`config.mk`:
```
export PLATFORM = sky130hd
export DESIGN_NAME = store_merge_unit
export DESIGN_NICKNAME = d
export VERILOG_FILES = /design/src/rtl/store_merge_pkg.sv /design/src/rtl/store_lane_merge.sv /design/src/rtl/store_merge_unit.sv
export SDC_FILE = /design/constraint.sdc
export NUM_CORES = 1
export LEC_CHECK = 0
export BUFFER_PORTS_ARGS = -buffer_cell sky130_fd_sc_hd__buf_2
export CORE_AREA = 2 2 109 111
export CTS_CLUSTER_DIAMETER = 40
export DETAILED_ROUTE_END_ITERATION = 12
export DIE_AREA = 0 0 111 113
export PLACE_DENSITY = 0.76
export SLEW_MARGIN = 5
export SYNTH_ARGS = -nofsm -noshare
export SYNTH_HDL_FRONTEND = slang
export SYNTH_SLANG_ARGS = --single-unit
```
`constraint.sdc`:
```
create_clock -name clk -period 1.6 [get_ports clk]
set_input_delay 0.24 -clock clk [delete_from_list [all_inputs] [get_ports clk]]
set_output_delay 0.24 -clock clk [all_outputs]
set_load 0.005 [all_outputs]
```
`src/rtl/store_merge_pkg.sv`:
```
// Shared encodings for the sub-word store path: size codes, FSM states and
// byte-lane helpers used by store_merge_unit and store_lane_merge.
package store_merge_pkg;

    localparam logic [1:0] SZ_BYTE    = 2'b00;
    localparam logic [1:0] SZ_HALF    = 2'b01;
    localparam logic [1:0] SZ_WORD    = 2'b10;
    localparam logic [1:0] SZ_ILLEGAL = 2'b11;

    typedef enum logic [2:0] {
        ST_IDLE,
        ST_READ,
        ST_WAIT,
        ST_WRITE,
        ST_ERR
    } state_e;

    localparam int LANE_W = 8;
    localparam int HALF_W = 16;

    localparam logic [1:0] LANE_0 = 2'd0;
    localparam logic [1:0] LANE_1 = 2'd1;
    localparam logic [1:0] LANE_2 = 2'd2;
    localparam logic [1:0] LANE_3 = 2'd3;

    // Natural alignment: halves on even bytes, words on word boundaries.
    function automatic logic is_illegal(input logic [1:0] size, input logic [1:0] addr_lo);
        case (size)
            SZ_HALF:    is_illegal = addr_lo[0];
            SZ_WORD:    is_illegal = (addr_lo != 2'b00);
            SZ_ILLEGAL: is_illegal = 1'b1;
            default:    is_illegal = 1'b0;
        endcase
    endfunction

endpackage

```
`src/rtl/store_lane_merge.sv`:
```
// Combinational byte/half lane merge of store data into an old memory word.
// Define STORE_MERGE_BIG_ENDIAN_EN for big-endian lane mapping (default little-endian).
module store_lane_merge
    import store_merge_pkg::*;
(
    input  logic [31:0] i_old,
    input  logic [31:0] i_data,
    input  logic [1:0]  i_addr_lo,
    input  logic [1:0]  i_size,
    output logic [31:0] o_merged
);

    logic [1:0] w_lane;
    logic       w_half_hi;

`ifdef STORE_MERGE_BIG_ENDIAN_EN
    // Byte address 0 lands in the most significant lane.
    assign w_lane    = ~i_addr_lo;
    assign w_half_hi = ~i_addr_lo[1];
`else
    assign w_lane    = i_addr_lo;
    assign w_half_hi = i_addr_lo[1];
`endif

    always_comb begin
        o_merged = i_old;
        case (i_size)
            SZ_BYTE: begin
                case (w_lane)
                    LANE_0:  o_merged[0*LANE_W +: LANE_W] = i_data[LANE_W-1:0];
                    LANE_1:  o_merged[1*LANE_W +: LANE_W] = i_data[LANE_W-1:0];
                    LANE_2:  o_merged[2*LANE_W +: LANE_W] = i_data[LANE_W-1:0];
                    default: o_merged[3*LANE_W +: LANE_W] = i_data[LANE_W-1:0];
                endcase
            end
            SZ_HALF: begin
                if (w_half_hi)
                    o_merged[HALF_W +: HALF_W] = i_data[HALF_W-1:0];
                else
                    o_merged[0 +: HALF_W] = i_data[HALF_W-1:0];
            end
            SZ_WORD: o_merged = i_data;
            default: o_merged = i_old;
        endcase
    end

endmodule

```
`src/rtl/store_merge_unit.sv`:
```
// Sub-word store sequencer: SB/SH via read-modify-write, SW straight through.
// Lane mapping follows STORE_MERGE_BIG_ENDIAN_EN inside store_lane_merge.
module store_merge_unit
    import store_merge_pkg::*;
#(
    parameter int ADDR_W = 32
) (
    input  logic              clk,
    input  logic              rst_n,
    input  logic              req_valid,
    output logic              req_ready,
    input  logic [ADDR_W-1:0] req_addr,
    input  logic [31:0]       req_data,
    input  logic [1:0]        req_size,
    output logic [ADDR_W-3:0] mem_addr,
    output logic              mem_rd_en,
    input  logic [31:0]       mem_rd_data,
    input  logic              mem_rd_valid,
    output logic              mem_wr_en,
    output logic [31:0]       mem_wr_data,
    output logic              done,
    output logic              misaligned
);

    state_e            r_state;
    state_e            w_next;
    logic [ADDR_W-1:0] r_addr;
    logic [31:0]       r_data;
    logic [1:0]        r_size;
    logic [31:0]       r_wr_data;
    logic [31:0]       w_merged;
    logic              w_accept;
    logic              w_illegal;

    assign w_accept  = (r_state == ST_IDLE) && req_valid;
    assign w_illegal = is_illegal(req_size, req_addr[1:0]);

    store_lane_merge u_merge (
        .i_old     (mem_rd_data),
        .i_data    (r_data),
        .i_addr_lo (r_addr[1:0]),
        .i_size    (r_size),
        .o_merged  (w_merged)
    );

    always_comb begin
        w_next = r_state;
        case (r_state)
            ST_IDLE: begin
                if (req_valid) begin
                    if (w_illegal)              w_next = ST_ERR;
                    else if (req_size == SZ_WORD) w_next = ST_WRITE;
                    else                        w_next = ST_READ;
                end
            end
            ST_READ:  w_next = ST_WAIT;
            ST_WAIT:  if (mem_rd_valid) w_next = ST_WRITE;
            ST_WRITE: w_next = ST_IDLE;
            ST_ERR:   w_next = ST_IDLE;
            default:  w_next = ST_IDLE;
        endcase
    end

    always_ff @(posedge clk or negedge rst_n) begin
        if (!rst_n) r_state <= ST_IDLE;
        else        r_state <= w_next;
    end

    // Request capture on accept; write data either bypassed (SW) or merged on read return.
    always_ff @(posedge clk or negedge rst_n) begin
        if (!rst_n) begin
            r_addr    <= '0;
            r_data    <= '0;
            r_size    <= SZ_BYTE;
            r_wr_data <= '0;
        end else begin
            if (w_accept) begin
                r_addr <= req_addr;
                r_data <= req_data;
                r_size <= req_size;
                if (!w_illegal && (req_size == SZ_WORD))
                    r_wr_data <= req_data;
            end
            if ((r_state == ST_WAIT) && mem_rd_valid)
                r_wr_data <= w_merged;
        end
    end

    assign req_ready   = (r_state == ST_IDLE);
    assign mem_rd_en   = (r_state == ST_READ);
    assign mem_wr_en   = (r_state == ST_WRITE);
    assign done        = (r_state == ST_WRITE);
    assign misaligned  = (r_state == ST_ERR);
    assign mem_addr    = r_addr[ADDR_W-1:2];
    assign mem_wr_data = r_wr_data;

endmodule

```
==> metrics.txt <==
worst flop-to-flop path endpoint mem_wr_data[13]; Overflow after GRT 0; Routed met3 length 692 µm; Arrival @ worst endpoint 1.93 ns; worst reg2reg startpoint r_size[0]; Clock Skew 0.004477 ns; Worst R2R Setup Slack -0.09 ns; min Tclk post-route 1.688 ns; failing checks setup timing; crit path kind reg2reg; min setup slack post-route -0.08754 ns; Worst path most repeated cell buf_4; Hold Vio Cnt, Final 0; CTS tree yes; final wirelength 14.56 mm; Final Wtd Congestion 0.8228; htree depth 3; area post-placement 0.006112 mm²; CP max stage cell dfrtp_1; register clock-pin slew on the reported worst setup and hold paths 0.07 ns; WL per Instance 19.18 µm; Core Rows 39; die height 113 µm; Yosys top cell by area dfrtp_1; most frequent cells in the layout buf_2, dfrtp_1, mux2_2, buf_4, nand2_1; share of cells above drive strength 1 58.54%; CP Data Required Time 1.84 ns; Slew HR 62.74%; slowest stage delay, CP 0.41 ns; Post-Syn Nets 548; M1 wire length 6.309 mm; synth warn 0; Die X 111 µm; uppermost routed layer met4; post-synth top area share 49.55%; HPWL after detailed placement 9.944 mm; FF+latch count, synth 101; port bufs 168; Worst setup SP type flop; I/O pin count 169; core area 0.01127 mm²; crit path to mem_wr_data[13]; RSZ-0062 raised after global routing true; VDD IR max 0.0009521 V; most common cell after layout, fill and taps aside buf_2; DRT iter0 DRCs 214; period utilization 105.5%; final setup fails 37; post-place setup slack -0.06816 ns; gr usage total 22.72%; status complete, but fails checks; DRT antenna net count 0; fillers 915; Post-Syn Area per Cell 11.44 µm²; post-synth cell types 34; largest net degree at the start of global routing 102; first-pass GRT wire length 22.54 mm; Design Area, Final 0.006797 mm²; worst slew pin tran 0.5589 ns; Post-route DRC 0; vias post-DR 4143; Starting Density 45.25%; HP Start req_data[29]; DR WL met2 7.360 mm; beginning of the critical path r_size[0]; Root Driver clkbuf_16; max cap viols 0; drt via density 5.458; Cell Pwr Density 2024 mW/mm²; worst min path class in2reg; CP Capture Type flop; initial antenna violation count 1; P&R area growth vs syn 33.24%; fin nets 712; CTS max path bufs 2; Max Slew Vio Count 0; later-pin clock latency in the skew report 0.34 ns; TritonCTS buffer count 9; worst-case reg-to-reg path depth 6; fmax 592.6 MHz; CP cell instances buf_4 > or2_2 > a21oi_1 > buf_4 > nand2_1 > a211oi_1; total die area 0.01254 mm²; CTS sink count 101; Area contributors post-synth dfrtp_1, mux2_2, buf_4; Syn Std Cell Area 0.005101 mm²; Syn Inst Count 446; vias in the first global route 4275; register area share after synthesis 49.55%; Critical Path Fanout Max 12; Lkg Pwr 3.209 nW; DR pass1 iterations 4
-- per-layer routing --
layer  vias up  track usage (%)
met2       123            38.00
met5         -                0
met3        18            3.535
li1       1904                -
met1      2098            30.08
met4         0            8.667
-- worst min-delay path by stage --
stage                           endpoint  slack (ns)  cells after the start
after CTS                     r_data[25]        0.11                      3
after detailed placement       r_addr[9]        0.36                      2
after global routing          r_addr[26]        0.12                      2
after global placement         r_addr[4]        0.34                      2
final                         r_data[29]        0.13                      3
after floorplan           mem_wr_data[0]       -0.06                      0
-- cells in the mapped netlist (all sizes together) --
cell,number
a211oi,25
a21o,1
a21oi,20
a221oi,16
and2,1
and3,1
and3b,1
buf,53
clkbuf,8
dfrtp,101
inv,8
mux2,74
mux2i,18
nand2,30
nand2b,1
nand3,4
nand3b,1
nor2,26
nor2b,2
nor3,28
nor3b,2
nor4b,1
o211ai,3
o21ai,17
or2,2
or3,1
xnor2,1
-- state kept, by name, indices dropped and copies added (netlist names) --
register / count
mem_wr_data: 32
r_addr: 32
r_data: 32
r_size: 2
r_state: 3
-- metrics by stage --
step / std cells / util [%] / total power, mW / setup TNS, ns / hold slack (ns)
floorplan: 446 / - / 8.650 / 0 / -0.05559
global placement: 736 / 54.22 / 10.33 / -0.01576 / 0.3391
detailed placement: 736 / 54.22 / 10.63 / -2.987 / 0.3582
CTS: 756 / 58.06 / 13.11 / -1.199 / 0.1145
global route: 759 / 60.30 / 14.56 / -3.287 / 0.1208
finish: 759 / 60.30 / 13.76 / -0.9821 / 0.1269
-- logic make-up (layout without fill, tap and decap cells) --
logic type / after synthesis / in the layout / share of synthesized area (%)
other: 0 / 1 / 0
and+or+nand+nor: 101 / 101 / 9.517
AOI/OAI and AO/OA: 82 / 82 / 12.39
buffers and inverters: 69 / 238 / 8.511
muxes: 92 / 92 / 19.87
xor gates and xnor gates: 1 / 1 / 0.1717
DFF: 101 / 101 / 49.55
-- final cells by class --
cell class / count / area (µm²) / share of cell area [%]
clock inverters: 4 / 47.55 / 0.6996
clock buffers: 12 / 246.5 / 3.627
diodes: 1 / 2.502 / 0.03682
inverters: 8 / 30.03 / 0.4418
repair buffers: 214 / 1364 / 20.07
flip-flops and latches: 101 / 2531 / 37.24
well taps: 143 / 178.9 / 2.633
multi-input cells: 276 / 2396 / 35.25
-- worst max-delay path, delay by kind of cell (launching register included) --
| family | cells | cell delay (ns) |
|---|---|---|
| flip-flops | 1 | 0.41 |
| buffers and inverters | 2 | 0.40 |
| AO/OA/AOI/OAI | 2 | 0.40 |
| AND/OR/NAND/NOR | 2 | 0.38 |
-- where the power goes --
group	switching [mW]	leakage [nW]	total, mW	internal [mW]
Combinational	3.00	1.89	6.66	3.66
Clock	0.932	0.143	2.18	1.25
Sequential	1.05	1.18	4.92	3.86
Total	4.98	3.21	13.8	8.77
-- repair_timing --
action,4_1_cts,5_1_grt
pin swaps,1,1
setup buffers,1,1
gates resized for setup,19,59
endpoints found under the setup margin,83,93
cloned,2,1
hold buffers,1,0
endpoints found under the hold margin,37,0
No activity file was read; power rests on OpenSTA's default activity.
